## src/rtl/imem_dual_port_arbiter_pkg.sv

```systemverilog
// Memory message definitions shared by the instruction-memory arbiter slice:
// message sizes, field positions and request type encodings.
package imem_dual_port_arbiter_pkg;

    typedef enum logic {
        MEM_READ  = 1'b0,
        MEM_WRITE = 1'b1
    } mem_type_e;

    localparam int unsigned TYPE_SZ = 1;
    localparam int unsigned LEN_SZ  = 2;

    // Default-parameter sizes (32-bit address and data).
    localparam int unsigned REQ_SZ  = TYPE_SZ + 32 + LEN_SZ + 32;
    localparam int unsigned RESP_SZ = TYPE_SZ + LEN_SZ + 32;

    function automatic int unsigned req_sz(int unsigned addr_sz, int unsigned data_sz);
        return TYPE_SZ + addr_sz + LEN_SZ + data_sz;
    endfunction

    function automatic int unsigned resp_sz(int unsigned data_sz);
        return TYPE_SZ + LEN_SZ + data_sz;
    endfunction

    // Request layout {type, addr, len, data}: bit positions of each field.
    function automatic int unsigned req_type_bit(int unsigned addr_sz, int unsigned data_sz);
        return addr_sz + LEN_SZ + data_sz;
    endfunction

    function automatic int unsigned req_addr_lsb(int unsigned data_sz);
        return LEN_SZ + data_sz;
    endfunction

    function automatic int unsigned req_len_lsb(int unsigned data_sz);
        return data_sz;
    endfunction

    // Response layout {type, len, data}.
    function automatic int unsigned resp_type_bit(int unsigned data_sz);
        return LEN_SZ + data_sz;
    endfunction

    function automatic int unsigned resp_len_lsb(int unsigned data_sz);
        return data_sz;
    endfunction

endpackage

```

## src/rtl/imem_dual_port_arbiter_if.sv

```systemverilog
// One val/rdy memory channel: a request stream out and a response stream back.
interface imem_dual_port_arbiter_if
    import imem_dual_port_arbiter_pkg::*;
#(
    parameter int unsigned p_addr_sz = 32,
    parameter int unsigned p_data_sz = 32
);
    localparam int unsigned REQ_W  = req_sz(p_addr_sz, p_data_sz);
    localparam int unsigned RESP_W = resp_sz(p_data_sz);

    logic              req_val;
    logic              req_rdy;
    logic [REQ_W-1:0]  req_msg;
    logic              resp_val;
    logic              resp_rdy;
    logic [RESP_W-1:0] resp_msg;

    modport master (
        output req_val, req_msg, resp_rdy,
        input  req_rdy, resp_val, resp_msg
    );

    modport slave (
        input  req_val, req_msg, resp_rdy,
        output req_rdy, resp_val, resp_msg
    );

endinterface

```

## src/rtl/imem_tag_fifo.sv

```systemverilog
// 1-bit-wide tag FIFO remembering which fetch port issued each outstanding request.
module imem_tag_fifo #(
    parameter int unsigned p_depth = 4
) (
    input  logic clk,
    input  logic reset,
    input  logic push,
    input  logic push_id,
    input  logic pop,
    output logic full,
    output logic empty,
    output logic head_id
);
    localparam int unsigned PW = $clog2(p_depth);
    localparam int unsigned CW = PW + 1;

    logic [p_depth-1:0] tags;
    logic [PW-1:0]      head;
    logic [PW-1:0]      tail;
    logic [CW-1:0]      count;

    // Depth is a power of two, so pointers wrap by natural overflow.
    always_ff @(posedge clk) begin
        if (!reset) begin
            head  <= '0;
            tail  <= '0;
            count <= '0;
        end else begin
            if (push) begin
                tags[tail] <= push_id;
                tail       <= tail + 1'b1;
            end
            if (pop) begin
                head <= head + 1'b1;
            end
            case ({push, pop})
                2'b10:   count <= count + 1'b1;
                2'b01:   count <= count - 1'b1;
                default: count <= count;
            endcase
        end
    end

    assign full    = (count == CW'(p_depth));
    assign empty   = (count == '0);
    assign head_id = tags[head];

endmodule

```

## src/rtl/imem_dual_port_arbiter.sv

```systemverilog
// Round-robin merge of two fetch ports onto one in-order memory port, with
// responses steered back by a tag FIFO of issuing port ids.
module imem_dual_port_arbiter
    import imem_dual_port_arbiter_pkg::*;
#(
    parameter int unsigned p_addr_sz         = 32,
    parameter int unsigned p_data_sz         = 32,
    parameter int unsigned p_max_outstanding = 4
) (
    input  logic                        clk,
    input  logic                        reset,
    imem_dual_port_arbiter_if.slave     core0,
    imem_dual_port_arbiter_if.slave     core1,
    imem_dual_port_arbiter_if.master    mem,
    output logic                        err
);
    logic last_grant;
    logic grant;
    logic any_val;
    logic full;
    logic empty;
    logic head_id;
    logic push;
    logic pop;
    logic drop;

    // The core always accepts responses, so its response-ready is ignored.
    logic unused_core_resp_rdy;
    assign unused_core_resp_rdy = core0.resp_rdy & core1.resp_rdy;

    always_comb begin
        any_val = core0.req_val | core1.req_val;
        if (core0.req_val && core1.req_val) begin
            grant = ~last_grant;
        end else begin
            grant = core1.req_val;
        end
    end

    // Everything toward the core and memory is held quiet while reset is low.
    assign mem.req_val    = reset & any_val & ~full;
    assign mem.req_msg    = grant ? core1.req_msg : core0.req_msg;
    assign core0.req_rdy  = reset & ~grant & mem.req_rdy & ~full;
    assign core1.req_rdy  = reset &  grant & mem.req_rdy & ~full;
    assign mem.resp_rdy   = 1'b1;

    assign push = mem.req_val & mem.req_rdy;
    assign pop  = reset & mem.resp_val & ~empty;
    assign drop = reset & mem.resp_val &  empty;

    assign core0.resp_val = pop & ~head_id;
    assign core1.resp_val = pop &  head_id;
    assign core0.resp_msg = mem.resp_msg;
    assign core1.resp_msg = mem.resp_msg;

    always_ff @(posedge clk) begin
        if (!reset) begin
            last_grant <= 1'b1;
            err        <= 1'b0;
        end else begin
            if (push) begin
                last_grant <= grant;
            end
            if (drop) begin
                err <= 1'b1;
            end
        end
    end

    imem_tag_fifo #(
        .p_depth (p_max_outstanding)
    ) u_tag_fifo (
        .clk     (clk),
        .reset   (reset),
        .push    (push),
        .push_id (grant),
        .pop     (pop),
        .full    (full),
        .empty   (empty),
        .head_id (head_id)
    );

endmodule

```

## src/flat_wrapper.sv

```systemverilog
// flat-port wrapper written by rule: the top's interface ports become plain ports
module imem_dual_port_arbiter_flat import imem_dual_port_arbiter_pkg::*;
#(
    parameter int unsigned p_addr_sz         = 32,
    parameter int unsigned p_data_sz         = 32,
    parameter int unsigned p_max_outstanding = 4
)
  (clk, reset, err, core0_req_val, core0_req_msg, core0_resp_rdy, core0_req_rdy, core0_resp_val, core0_resp_msg, core1_req_val, core1_req_msg, core1_resp_rdy, core1_req_rdy, core1_resp_val, core1_resp_msg, mem_req_val, mem_req_msg, mem_resp_rdy, mem_req_rdy, mem_resp_val, mem_resp_msg);
  imem_dual_port_arbiter_if #(.p_addr_sz(p_addr_sz), .p_data_sz(p_data_sz)) core0_i ();
  imem_dual_port_arbiter_if #(.p_addr_sz(p_addr_sz), .p_data_sz(p_data_sz)) core1_i ();
  imem_dual_port_arbiter_if #(.p_addr_sz(p_addr_sz), .p_data_sz(p_data_sz)) mem_i ();
  input  logic clk;
  input  logic reset;
  output logic err;
  input wire logic [$bits(core0_i.req_val)-1:0] core0_req_val;
  input wire logic [$bits(core0_i.req_msg)-1:0] core0_req_msg;
  input wire logic [$bits(core0_i.resp_rdy)-1:0] core0_resp_rdy;
  output wire logic [$bits(core0_i.req_rdy)-1:0] core0_req_rdy;
  output wire logic [$bits(core0_i.resp_val)-1:0] core0_resp_val;
  output wire logic [$bits(core0_i.resp_msg)-1:0] core0_resp_msg;
  input wire logic [$bits(core1_i.req_val)-1:0] core1_req_val;
  input wire logic [$bits(core1_i.req_msg)-1:0] core1_req_msg;
  input wire logic [$bits(core1_i.resp_rdy)-1:0] core1_resp_rdy;
  output wire logic [$bits(core1_i.req_rdy)-1:0] core1_req_rdy;
  output wire logic [$bits(core1_i.resp_val)-1:0] core1_resp_val;
  output wire logic [$bits(core1_i.resp_msg)-1:0] core1_resp_msg;
  output wire logic [$bits(mem_i.req_val)-1:0] mem_req_val;
  output wire logic [$bits(mem_i.req_msg)-1:0] mem_req_msg;
  output wire logic [$bits(mem_i.resp_rdy)-1:0] mem_resp_rdy;
  input wire logic [$bits(mem_i.req_rdy)-1:0] mem_req_rdy;
  input wire logic [$bits(mem_i.resp_val)-1:0] mem_resp_val;
  input wire logic [$bits(mem_i.resp_msg)-1:0] mem_resp_msg;
  assign core0_i.req_val = core0_req_val;
  assign core0_i.req_msg = core0_req_msg;
  assign core0_i.resp_rdy = core0_resp_rdy;
  assign core0_req_rdy = core0_i.req_rdy;
  assign core0_resp_val = core0_i.resp_val;
  assign core0_resp_msg = core0_i.resp_msg;
  assign core1_i.req_val = core1_req_val;
  assign core1_i.req_msg = core1_req_msg;
  assign core1_i.resp_rdy = core1_resp_rdy;
  assign core1_req_rdy = core1_i.req_rdy;
  assign core1_resp_val = core1_i.resp_val;
  assign core1_resp_msg = core1_i.resp_msg;
  assign mem_req_val = mem_i.req_val;
  assign mem_req_msg = mem_i.req_msg;
  assign mem_resp_rdy = mem_i.resp_rdy;
  assign mem_i.req_rdy = mem_req_rdy;
  assign mem_i.resp_val = mem_resp_val;
  assign mem_i.resp_msg = mem_resp_msg;
  imem_dual_port_arbiter #(.p_addr_sz(p_addr_sz), .p_data_sz(p_data_sz), .p_max_outstanding(p_max_outstanding)) u_core (.clk(clk), .reset(reset), .core0(core0_i), .core1(core1_i), .mem(mem_i), .err(err));
endmodule
```

## config.mk

```make
export PLATFORM = sky130hd
export DESIGN_NAME = imem_dual_port_arbiter_flat
export DESIGN_NICKNAME = d
export VERILOG_FILES = /design/src/rtl/imem_dual_port_arbiter_pkg.sv /design/src/rtl/imem_dual_port_arbiter_if.sv /design/src/rtl/imem_tag_fifo.sv /design/src/rtl/imem_dual_port_arbiter.sv /design/src/flat_wrapper.sv
export SDC_FILE = /design/constraint.sdc
export NUM_CORES = 1
export LEC_CHECK = 0
export CAP_MARGIN = 20
export CORE_AREA = 2 2 126 128
export CTS_CLUSTER_DIAMETER = 60
export DETAILED_ROUTE_END_ITERATION = 6
export DIE_AREA = 0 0 128 130
export GPL_ROUTABILITY_DRIVEN = 0
export PLACE_DENSITY = 0.64
export SYNTH_ARGS = -nofsm -noshare
export SYNTH_HDL_FRONTEND = slang
export SYNTH_SLANG_ARGS = --single-unit
```

## constraint.sdc

```tcl
create_clock -name clk -period 2.2 [get_ports clk]
set_input_delay 0.33 -clock clk [delete_from_list [all_inputs] [get_ports clk]]
set_output_delay 0.33 -clock clk [all_outputs]
set_load 0.05 [all_outputs]
```

==> results of run 1 <==
final cells by class:
cell class / count / area [um2]
multi-input cells: 119 / 1189
inverters: 7 / 26.28
well taps: 192 / 240.2
clock inverters: 1 / 5.005
repair buffers: 241 / 2579
flip-flops and latches: 13 / 301.5
clock buffers: 3 / 75.07
fillers: 1604 / 11010
cells in the mapped netlist:
| library cell | number | area [um2] |
|---|---|---|
| and4_2 | 1 | 10.01 |
| ha_1 | 5 | 62.56 |
| nand2_1 | 1 | 3.750 |
| mux2_1 | 6 | 67.56 |
| o211ai_1 | 1 | 7.510 |
| or3b_4 | 1 | 11.26 |
| o21ai_0 | 3 | 15.01 |
| nor3_1 | 3 | 15.01 |
| inv_1 | 6 | 22.52 |
| a31oi_1 | 1 | 6.260 |
| o21ai_1 | 1 | 5.000 |
| conb_1 | 1 | 3.750 |
| fa_1 | 1 | 20.02 |
| nor3b_2 | 1 | 12.51 |
| or3_1 | 1 | 6.260 |
| buf_6 | 5 | 56.30 |
| buf_4 | 73 | 548.0 |
| o31a_2 | 1 | 10.01 |
| and2_1 | 5 | 31.28 |
| a21oi_1 | 4 | 20.02 |
| nor2b_1 | 1 | 6.260 |
| nand3_1 | 1 | 5.000 |
| edfxtp_1 | 4 | 120.1 |
| o31ai_1 | 1 | 7.510 |
| and4_4 | 1 | 11.26 |
| mux4_2 | 1 | 22.52 |
| xor2_1 | 3 | 26.28 |
| inv_2 | 1 | 3.750 |
| xnor2_1 | 1 | 8.760 |
| o311ai_0 | 1 | 8.760 |
| dfxtp_1 | 9 | 180.2 |
| or3_2 | 1 | 7.510 |
| and3_1 | 1 | 6.260 |
| a21boi_4 | 1 | 18.77 |
| mux2_2 | 61 | 686.9 |
| nor2_1 | 8 | 30.03 |
routing by layer:
layer	track usage (%)	vias up	wire, um
li1	-	1012	-
met1	13.37	969	3998
met2	17.36	138	4753
met3	2.419	4	678
met4	1.034	0	27
met5	0	-	0
worst max-delay path, stage by stage:
cell and delay (ns):
dlygate4sd2_1 0.26, buf_6 0.13, a21boi_4 0.17, buf_6 0.16
buf_6 0.12, clkbuf_16 0.15, mux2_2 0.34, buf_6 0.15
final timing paths:
path / startpoint / endpoint / slack [ns] / depth (start not counted)
hold reg to reg: u_core.err / u_core.err / 0.48 / 2
setup / recovery: core0_req_val / mem_req_msg[59] / 0.05 / 8
setup reg to reg: u_core.u_tag_fifo.count[2] / u_core.u_tag_fifo.count[2] / 0.13 / 9
hold / removal: mem_resp_val / u_core.err / 0.46 / 4
cells by family (layout without fill, tap and decap cells):
| family | count (synthesis) | in the layout |
|---|---|---|
| flip-flops | 13 | 13 |
| multiplexers | 68 | 68 |
| other | 1 | 1 |
| AND/OR/NAND/NOR | 26 | 26 |
| buffers and inverters | 85 | 252 |
| XOR/XNOR | 4 | 4 |
| AO/OA/AOI/OAI | 14 | 14 |
| adder cells (fa/ha/maj) | 6 | 6 |
registers in the layout, summed over array words and instances (netlist names):
signal,count
u_core.u_tag_fifo.tags,4
u_core.u_tag_fifo.count,3
u_core.u_tag_fifo.head,2
u_core.u_tag_fifo.tail,2
u_core.err,1
u_core.last_grant,1
power by group:
part | switching (mW) | internal [mW]
combinational | 0.664 | 0.642
clock | 0.107 | 0.242
sequential | 0.0160 | 0.264
total | 0.787 | 1.15
metrics by stage:
stage          setup slack [ns]  util, %  hold WS, ns  power (mW)  std cells
6_report                0.05170    28.63       0.4604       1.935        576
5_1_grt               -0.005737    28.63       0.5595       2.013        576
4_1_cts                 0.01757    28.17       0.4887       1.933        574
3_5_place_dp            -0.3439    25.01       0.4750       1.434        559
3_3_place_gp            -0.2693    25.01       0.4554       1.425        559
2_1_floorplan           0.04343        -       0.4100       1.272        217
timing repair:
action / CTS / global route
setup buffers: 6 / 1
cloned: 5 / 1
hold buffers: 0 / 0
resized for setup: 63 / 12
pin swaps: 1 / 0
endpoints found under the setup margin: 68 / 9
==> impl_metrics.py, run 1 <==
metrics = {
    "global_route": {
        "grt_pass1_vias": 2241,
        "overflow": 0,
        "antenna_found_initial": 0,
        "grt_pass1_wl_um": 12820,
        "grt_max_degree": 15,
        "track_usage_pct": 10.11,
    },
    "timing": {
        "fin_crit_sh_pct": 97.65,
        "worst_pin_slew_ns": 0.5097,
        "finalCriticalPeriod_ns": 2.148,
        "relSlewSlack_pct": 65.59,
        "report.final.setup_viol": 0,
        "finalHoldViolCount": 0,
        "rsz0062_at_grt": "true",
        "finalMaxSlewViolations": 0,
        "finClkSkew_ns": 0.001623,
        "fin_tns_setup_ns": 0,
        "fmax_mhz": 465.5,
    },
    "floorplan": {
        "die_w_um": 128,
        "start_util_pct": 13.51,
        "fp-row-count": 46,
        "die_h_um": 130,
        "ios": 321,
        "die-area_um2": 16640,
        "coreArea_um2": 15420,
    },
    "synth": {
        "synth_seq_cells": 13,
        "synth_top_family_by_area": "multiplexers",
        "yosysSeqAreaShare_pct": 14.41,
        "synth_nets": 400,
        "netlist_area_um2": 2084,
        "ys_types": 36,
        "yosysWarnings": 0,
        "yosys-mux-area-fraction_pct": 37.27,
        "synth_compound_area_share_pct": 4.742,
        "synth_fa_ha_area_share_pct": 3.962,
        "synth_xor_area_share_pct": 1.681,
        "postSynthAreaPerCell_um2": 9.606,
        "syn_inst": 217,
        "yosys.area_share.simple_pct": 7.503,
    },
    "final_layout": {
        "drive_above_1_share_pct": 47.92,
        "final_cell_mix": "clkdlybuf4s50_1, mux2_2, buf_6, buf_4",
        "fin_area_um2": 4415,
        "syn2layout_area_growth_pct": 111.8,
        "n_antenna_cell": 0,
        "layout.nets": 568,
        "final_common_cell": "clkdlybuf4s50_1",
    },
    "routing": {
        "remaining_drc_errors": 0,
        "vias": 2123,
        "drt_wl_total_um": 9458,
        "postRouteAntennaNets": 0,
        "drt_pass1_iterations": 4,
        "drt_iter0_drc": 37,
        "wire_per_inst_um": 16.42,
        "vias_per_cell": 3.686,
    },
    "setup_path": {
        "worstPathArrival_ns": 1.82,
        "crit_fanout": 5,
        "worstSetupPathType": "in2out",
        "end_kind": "primary output",
        "crit_required_ns": 1.87,
        "startpoint_type": "input pin",
    },
    "min_path": {
        "min_path_type": "in2reg",
    },
    "run_status": {
        "status": "finished, final reports clean",
    },
    "power": {
        "max-vdd-ir-drop_uv": 296.2,
        "p_leak_nw": 1.788,
        "power_density_nw_per_um2": 438.2,
    },
    "clocking": {
        "cts_tree": "done",
        "clock_path_buffers": 2,
        "cts_sinks": 13,
        "root_buffer": "clkbuf_16",
        "cts_made_buffers": 3,
        "clkLatencyLatePin_ns": 0.24,
        "cts.htree.levels": 1,
        "clkTransAtPathRegs_ns": 0.05,
    },
    "placement": {
        "place_area_um2": 3857,
        "hpwl_um": 7387,
        "port_buffers": 212,
    },
    "flow_run": {
        "drv_cap": 0,
    },
}
Power figures use the tool's default switching activity.
==> inputs of run 2 (changes only) <==
--- a/config.mk
+++ b/config.mk
@@ -5,13 +5,12 @@
 export SDC_FILE = /design/constraint.sdc
 export NUM_CORES = 1
 export LEC_CHECK = 0
-export CAP_MARGIN = 20
+export CAP_MARGIN = 10
 export CORE_AREA = 2 2 126 128
 export CTS_CLUSTER_DIAMETER = 60
 export DETAILED_ROUTE_END_ITERATION = 6
 export DIE_AREA = 0 0 128 130
 export GPL_ROUTABILITY_DRIVEN = 0
-export PLACE_DENSITY = 0.64
 export SYNTH_ARGS = -nofsm -noshare
 export SYNTH_HDL_FRONTEND = slang
 export SYNTH_SLANG_ARGS = --single-unit
==> run 2 against run 1 <==
Compared with the run above:
- worst setup slack better by 0.0053 ns
- non-clock buffer count down 4
- largest cell class unchanged
- combinational power down 5%
- clock-buffer cell count up 1
- sequential share of layout area up 0.21 points
- critical endpoint is now mem_req_msg[46]
- wire length down 5.4%
- clock power down 4%
- highest routed layer unchanged
==> impl_metrics.py, run 2 (synthesis results as in run 1) <==
metrics = {
    "power": {
        "p_int_mw": 1.111,
        "p_leak_nw": 1.708,
        "power_frac_clock_pct": 18.0,
        "power_frac_comb_pct": 66.9,
        "power_density_nw_per_um2": 438.2,
        "p_sw_mw": 0.7574,
        "power_frac_seq_pct": 15.2,
        "swShare_pct": 40.53,
        "max-vdd-ir-drop_uv": 217.6,
    },
    "floorplan": {
        "coreArea_um2": 15420,
        "ios": 321,
        "die-area_um2": 16640,
        "start_util_pct": 13.51,
        "die_h_um": 130,
        "die_w_um": 128,
        "fp-row-count": 46,
    },
    "setup_path": {
        "crit_required_ns": 1.87,
        "startpoint_type": "input pin",
        "reg2reg_slack_ns": 0.15,
        "crit_fanout": 10,
        "end_kind": "primary output",
        "worstSetupPathType": "in2out",
        "worstPathArrival_ns": 1.81,
    },
    "final_layout": {
        "final_cell_mix": "clkdlybuf4s50_1, buf_4, mux2_2, buf_6, dfxtp_1",
        "syn2layout_area_growth_pct": 104.6,
        "top_register": "u_core.u_tag_fifo.tags",
        "drive_above_1_share_pct": 46.84,
        "largest_reg_flops": 4,
        "top_regs": "u_core.u_tag_fifo.tags (4), u_core.u_tag_fifo.count (3)",
        "layout.nets": 564,
        "post-route-util_pct": 27.64,
        "final_common_cell": "clkdlybuf4s50_1",
        "fillCellCount": 1620,
        "n_antenna_cell": 0,
    },
    "timing": {
        "fin_crit_sh_pct": 97.41,
        "rsz0062_at_grt": "false",
        "relSlewSlack_pct": 66.13,
        "report.final.setup_viol": 0,
        "fin_tns_setup_ns": 0,
        "fmax_mhz": 466.6,
        "finalHoldViolCount": 0,
        "finClkSkew_ns": 0.002086,
        "finalMaxSlewViolations": 0,
        "layout_setup_ws_ns": 0.05702,
        "finalCriticalPeriod_ns": 2.143,
        "worst_pin_slew_ns": 0.5017,
    },
    "routing": {
        "drt_wl_total_um": 8947,
        "vias": 2121,
        "wire_per_inst_um": 15.64,
        "remaining_drc_errors": 0,
        "vias_per_cell": 3.708,
        "drt_iter0_drc": 51,
        "drt_pass1_iterations": 6,
        "postRouteAntennaNets": 0,
    },
    "global_route": {
        "grt_pass1_vias": 2301,
        "grt_max_degree": 21,
        "track_usage_pct": 9.777,
        "antenna_found_initial": 0,
        "overflow": 0,
        "grt_pass1_wl_um": 12640,
    },
    "placement": {
        "dp_slack_ns": -0.3508,
        "port_buffers": 212,
        "hpwl_um": 7044,
    },
    "min_path": {
        "min_path_type": "reg2reg",
    },
    "clocking": {
        "ctsHoldBuffers": 0,
        "clkLatencyLatePin_ns": 0.24,
        "clkTransAtPathRegs_ns": 0.04,
        "cts_sinks": 13,
        "cts_made_buffers": 3,
        "root_buffer": "clkbuf_16",
        "cts_tree": "done",
        "clock_path_buffers": 2,
        "cts.htree.levels": 1,
    },
    "flow_run": {
        "drv_cap": 0,
    },
    "run_status": {
        "status": "finished, final reports clean",
    },
}
run 2: changes by cell type in the layout (fill, tap and decap cells not counted), moves of 2 or more:
cell,before,now
clkdlybuf4s50_1,136,138
buf_8,1,3
buf_6,51,21
buf_4,35,60
dlymetal6s2s_1,2,0
run 2: final cells by class:
cell class | count | area, um2 | share of cell area, %
Multi-Input combinational cell | 119 | 1189 | 27.88
Sequential cell | 13 | 300.3 | 7.042
Clock buffer | 4 | 78.83 | 1.849
Tap cell | 192 | 240.2 | 5.634
Timing Repair Buffer | 237 | 2430 | 56.98
Inverter | 7 | 26.28 | 0.6162
run 2: stage by stage:
step | hold slack, ns | cell area (um2) | power (mW) | instances
global placement | 0.4804 | 3850 | 1.416 | 558
floorplan | 0.4100 | 2085 | 1.272 | 217
detailed placement | 0.4707 | 3850 | 1.425 | 558
finish | 0.4774 | 4264 | 1.869 | 572
CTS | 0.4828 | 4238 | 1.877 | 572
global route | 0.5226 | 4264 | 1.948 | 572
run 2: layer usage:
metal | GRT usage, % | part of all wire, % | vias up | wire length (um)
li1 | - | - | 1005 | -
met1 | 11.80 | 38 | 980 | 3402
met2 | 17.99 | 54 | 127 | 4812
met3 | 2.419 | 7.1 | 9 | 639
met4 | 1.357 | 1.0 | 0 | 92
met5 | 0 | 0 | - | 0
run 2: repair_timing:
action	in CTS	in global routing
buffers inserted	7	0
pin swaps	1	2
gates cloned	3	1
gates resized for setup	41	7
endpoints found under the setup margin	68	15
run 2: power by group through the flow:
stage               combinational [mW]  clock [mW]  sequential (mW)
floorplan                        0.982           0            0.290
detailed placement                1.14           0            0.288
global route                      1.31       0.356            0.286
global placement                  1.13           0            0.286
CTS                               1.25       0.343            0.283
finish                            1.25       0.336            0.284
run 2: worst paths after layout:
check                                                  end  cells past startpoint                        from
worst max-delay path                       mem_req_msg[46]                      8               core0_req_val
worst min-delay path                            u_core.err                      2                  u_core.err
worst max register to register  u_core.u_tag_fifo.count[2]                      8  u_core.u_tag_fifo.count[0]
worst min register to register                  u_core.err                      2                  u_core.err
run 2: worst max-delay path, cell delays in order:
cell and delay, ns:
dlygate4sd2_1 0.25, buf_6 0.13, a21boi_4 0.18, buf_12 0.15, buf_12 0.10, buf_16 0.13, mux2_2 0.35, buf_4 0.19
==> inputs of run 3 (changes only) <==
--- a/config.mk
+++ b/config.mk
@@ -11,6 +11,7 @@
 export DETAILED_ROUTE_END_ITERATION = 6
 export DIE_AREA = 0 0 128 130
 export GPL_ROUTABILITY_DRIVEN = 0
+export RECOVER_POWER = 100
 export SYNTH_ARGS = -nofsm -noshare
 export SYNTH_HDL_FRONTEND = slang
 export SYNTH_SLANG_ARGS = --single-unit
==> run 3 against run 2 <==
Compared with the run above:
- clock power is essentially flat
- clock skew grew 0.00052 ns
- hold slack lost 0.0062 ns
- final cell count is the same
- power shrank 2.5%
- highest routed layer unchanged
- largest cell class unchanged
- largest power group unchanged
- flip-flop and latch count is the same
- sequential share of layout area grew 0.21 points
- sequential power is essentially flat
- wire length shrank 0.32%
- non-clock buffer count is the same
- clock-buffer cell count is the same
- critical path depth shrank 1
==> impl_metrics.py, run 3 (synthesis results as in run 1) <==
metrics = {
    "setup_path": {
        "r2r_end": "u_core.u_tag_fifo.count[2]",
        "cp_slowest_cell": "mux2_1",
        "reg2reg_slack_ns": 0.15,
        "end_kind": "primary output",
        "path_cells": "dlygate4sd2_1, buf_6, a21boi_4, buf_12, buf_6, mux2_1, buf_4",
        "worst-path-buf-inv": 5,
        "worstPathArrival_ns": 1.83,
        "crit_fanout": 17,
        "crit_top_cell": "buf_6",
        "rr_worst_depth": 8,
        "startpoint_type": "input pin",
        "crit_family": "buffers and inverters",
        "worstSetupPathType": "in2out",
        "critical_path.max_stage_delay_ns": 0.39,
        "worstReg2RegStart": "u_core.u_tag_fifo.count[0]",
        "crit_required_ns": 1.87,
    },
    "global_route": {
        "grt_pass1_vias": 2301,
        "grt_pass1_wl_um": 12640,
        "track_usage_pct": 9.777,
        "antenna_found_initial": 0,
        "overflow": 0,
        "grt_max_degree": 21,
    },
    "routing": {
        "drt_wl_total_um": 8918,
        "drt_iter0_drc": 65,
        "wire_per_inst_um": 15.59,
        "vias": 2128,
        "drt_pass1_iterations": 4,
        "postRouteAntennaNets": 0,
        "remaining_drc_errors": 0,
        "vias_per_cell": 3.720,
    },
    "final_layout": {
        "syn2layout_area_growth_pct": 98.68,
        "fillCellCount": 1643,
        "final_common_cell": "clkdlybuf4s50_1",
        "n_antenna_cell": 0,
        "top_register": "u_core.u_tag_fifo.tags",
        "layout.nets": 564,
        "largest_reg_flops": 4,
        "top_regs": "u_core.u_tag_fifo.tags (4), u_core.u_tag_fifo.count (3)",
        "final_cells": 572,
        "drive_above_1_share_pct": 43.16,
        "final_cell_mix": "clkdlybuf4s50_1, mux2_2, buf_4, clkbuf_4, buf_6",
    },
    "clocking": {
        "cts_sinks": 13,
        "clkLatencyLatePin_ns": 0.24,
        "cts_made_buffers": 3,
        "clkTransAtPathRegs_ns": 0.04,
        "cts_tree": "done",
        "cts.htree.levels": 1,
        "clock_path_buffers": 2,
        "root_buffer": "clkbuf_16",
    },
    "floorplan": {
        "die_h_um": 130,
        "ios": 321,
        "fp-row-count": 46,
        "coreArea_um2": 15420,
        "die_w_um": 128,
        "die-area_um2": 16640,
        "start_util_pct": 13.51,
    },
    "placement": {
        "port_buffers": 212,
        "dp.cells": 558,
        "hpwl_um": 7044,
        "dp_slack_ns": -0.3508,
    },
    "timing": {
        "finalCriticalPeriod_ns": 2.157,
        "fin_crit_sh_pct": 98.07,
        "fmax_mhz": 463.5,
        "finalMaxSlewViolations": 0,
        "report.final.setup_viol": 0,
        "finClkSkew_ns": 0.002603,
        "worst_pin_slew_ns": 0.5133,
        "relSlewSlack_pct": 65.73,
        "rsz0062_at_grt": "false",
        "fin_hold_ws_ns": 0.4712,
        "finalHoldViolCount": 0,
        "layout_setup_ws_ns": 0.04250,
    },
    "run_status": {
        "status": "finished, final reports clean",
    },
    "power": {
        "max-vdd-ir-drop_uv": 213.4,
        "p_leak_nw": 1.673,
        "power_density_nw_per_um2": 439.9,
    },
    "min_path": {
        "worstHoldEndpoint": "u_core.err",
        "holdCritStartpoint": "u_core.err",
        "hold_path_depth": 2,
        "min_path_type": "reg2reg",
    },
    "flow_run": {
        "drv_cap": 0,
    },
}
run 3: cell types whose count changed in the layout (fill, tap and decap cells not counted), moves of 4 or more:
cell / change
clkbuf_4: +19
buf_4: -17
mux2_1: +6
buf_6: -5
clkbuf_1: +5
buf_12: -4
mux2_2: -4
run 3: worst max-delay path by stage:
stage,startpoint,to,slack [ns],cells past startpoint
2_1_floorplan,u_core.u_tag_fifo.count[2],u_core.u_tag_fifo.count[2],0.04,9
3_3_place_gp,core1_req_val,u_core.u_tag_fifo.count[2],-0.28,10
3_5_place_dp,core1_req_val,u_core.u_tag_fifo.count[2],-0.35,10
4_1_cts,core1_req_val,mem_req_msg[40],0.01,9
5_1_grt,core0_req_val,mem_req_msg[48],0.007,7
6_report,core0_req_val,mem_req_msg[57],0.04,7
run 3: worst reg2reg max path, delay by kind of cell (launching register included):
| family | cells | cell delay, ns |
|---|---|---|
| compound gates | 2 | 0.32 |
| xor+xnor | 1 | 0.16 |
| fa+ha+maj | 2 | 0.50 |
| buf+inv | 1 | 0.05 |
| flops | 1 | 0.48 |
| simple gates | 2 | 0.48 |
run 3: layer usage:
metal  vias to the layer above  part of all wire, %  global-route usage, %
met2                       130                   54                  17.99
met4                         0                  1.0                  1.357
met3                         9                  7.3                  2.419
li1                       1001                    -                      -
met1                       988                   38                  11.80
met5                         -                    0                      0
run 3: power by group:
group	switching (mW)	total [mW]	internal, mW
logic	0.638	1.20	0.567
registers	0.0198	0.284	0.264
clock network	0.0900	0.333	0.243
total	0.748	1.82	1.07
run 3: metrics by stage:
step / total power, mW / util [%] / area (um2) / setup TNS [ns]
finish: 1.822 / 26.85 / 4141 / 0
global route: 1.903 / 26.85 / 4141 / 0
CTS: 1.877 / 27.47 / 4238 / 0
detailed placement: 1.425 / 24.96 / 3850 / -7.656
global placement: 1.416 / 24.96 / 3850 / -6.728
floorplan: 1.272 / - / 2085 / 0
run 3: final cells by class:
cell class	instances	area, um2	share of cell area (%)
clock buffers	4	78.83	1.903
multi-input cells	119	1176	28.40
inverters	7	26.28	0.6344
well taps	192	240.2	5.801
repair buffers	237	2320	56.01
flip-flops and latches	13	300.3	7.251
run 3: what timing repair did:
item	CTS	global route
setup buffers	7	0
endpoints found under the setup margin	68	15
pin swaps	1	2
cloned	3	1
gates resized for setup	41	7
hold buffers	0	0
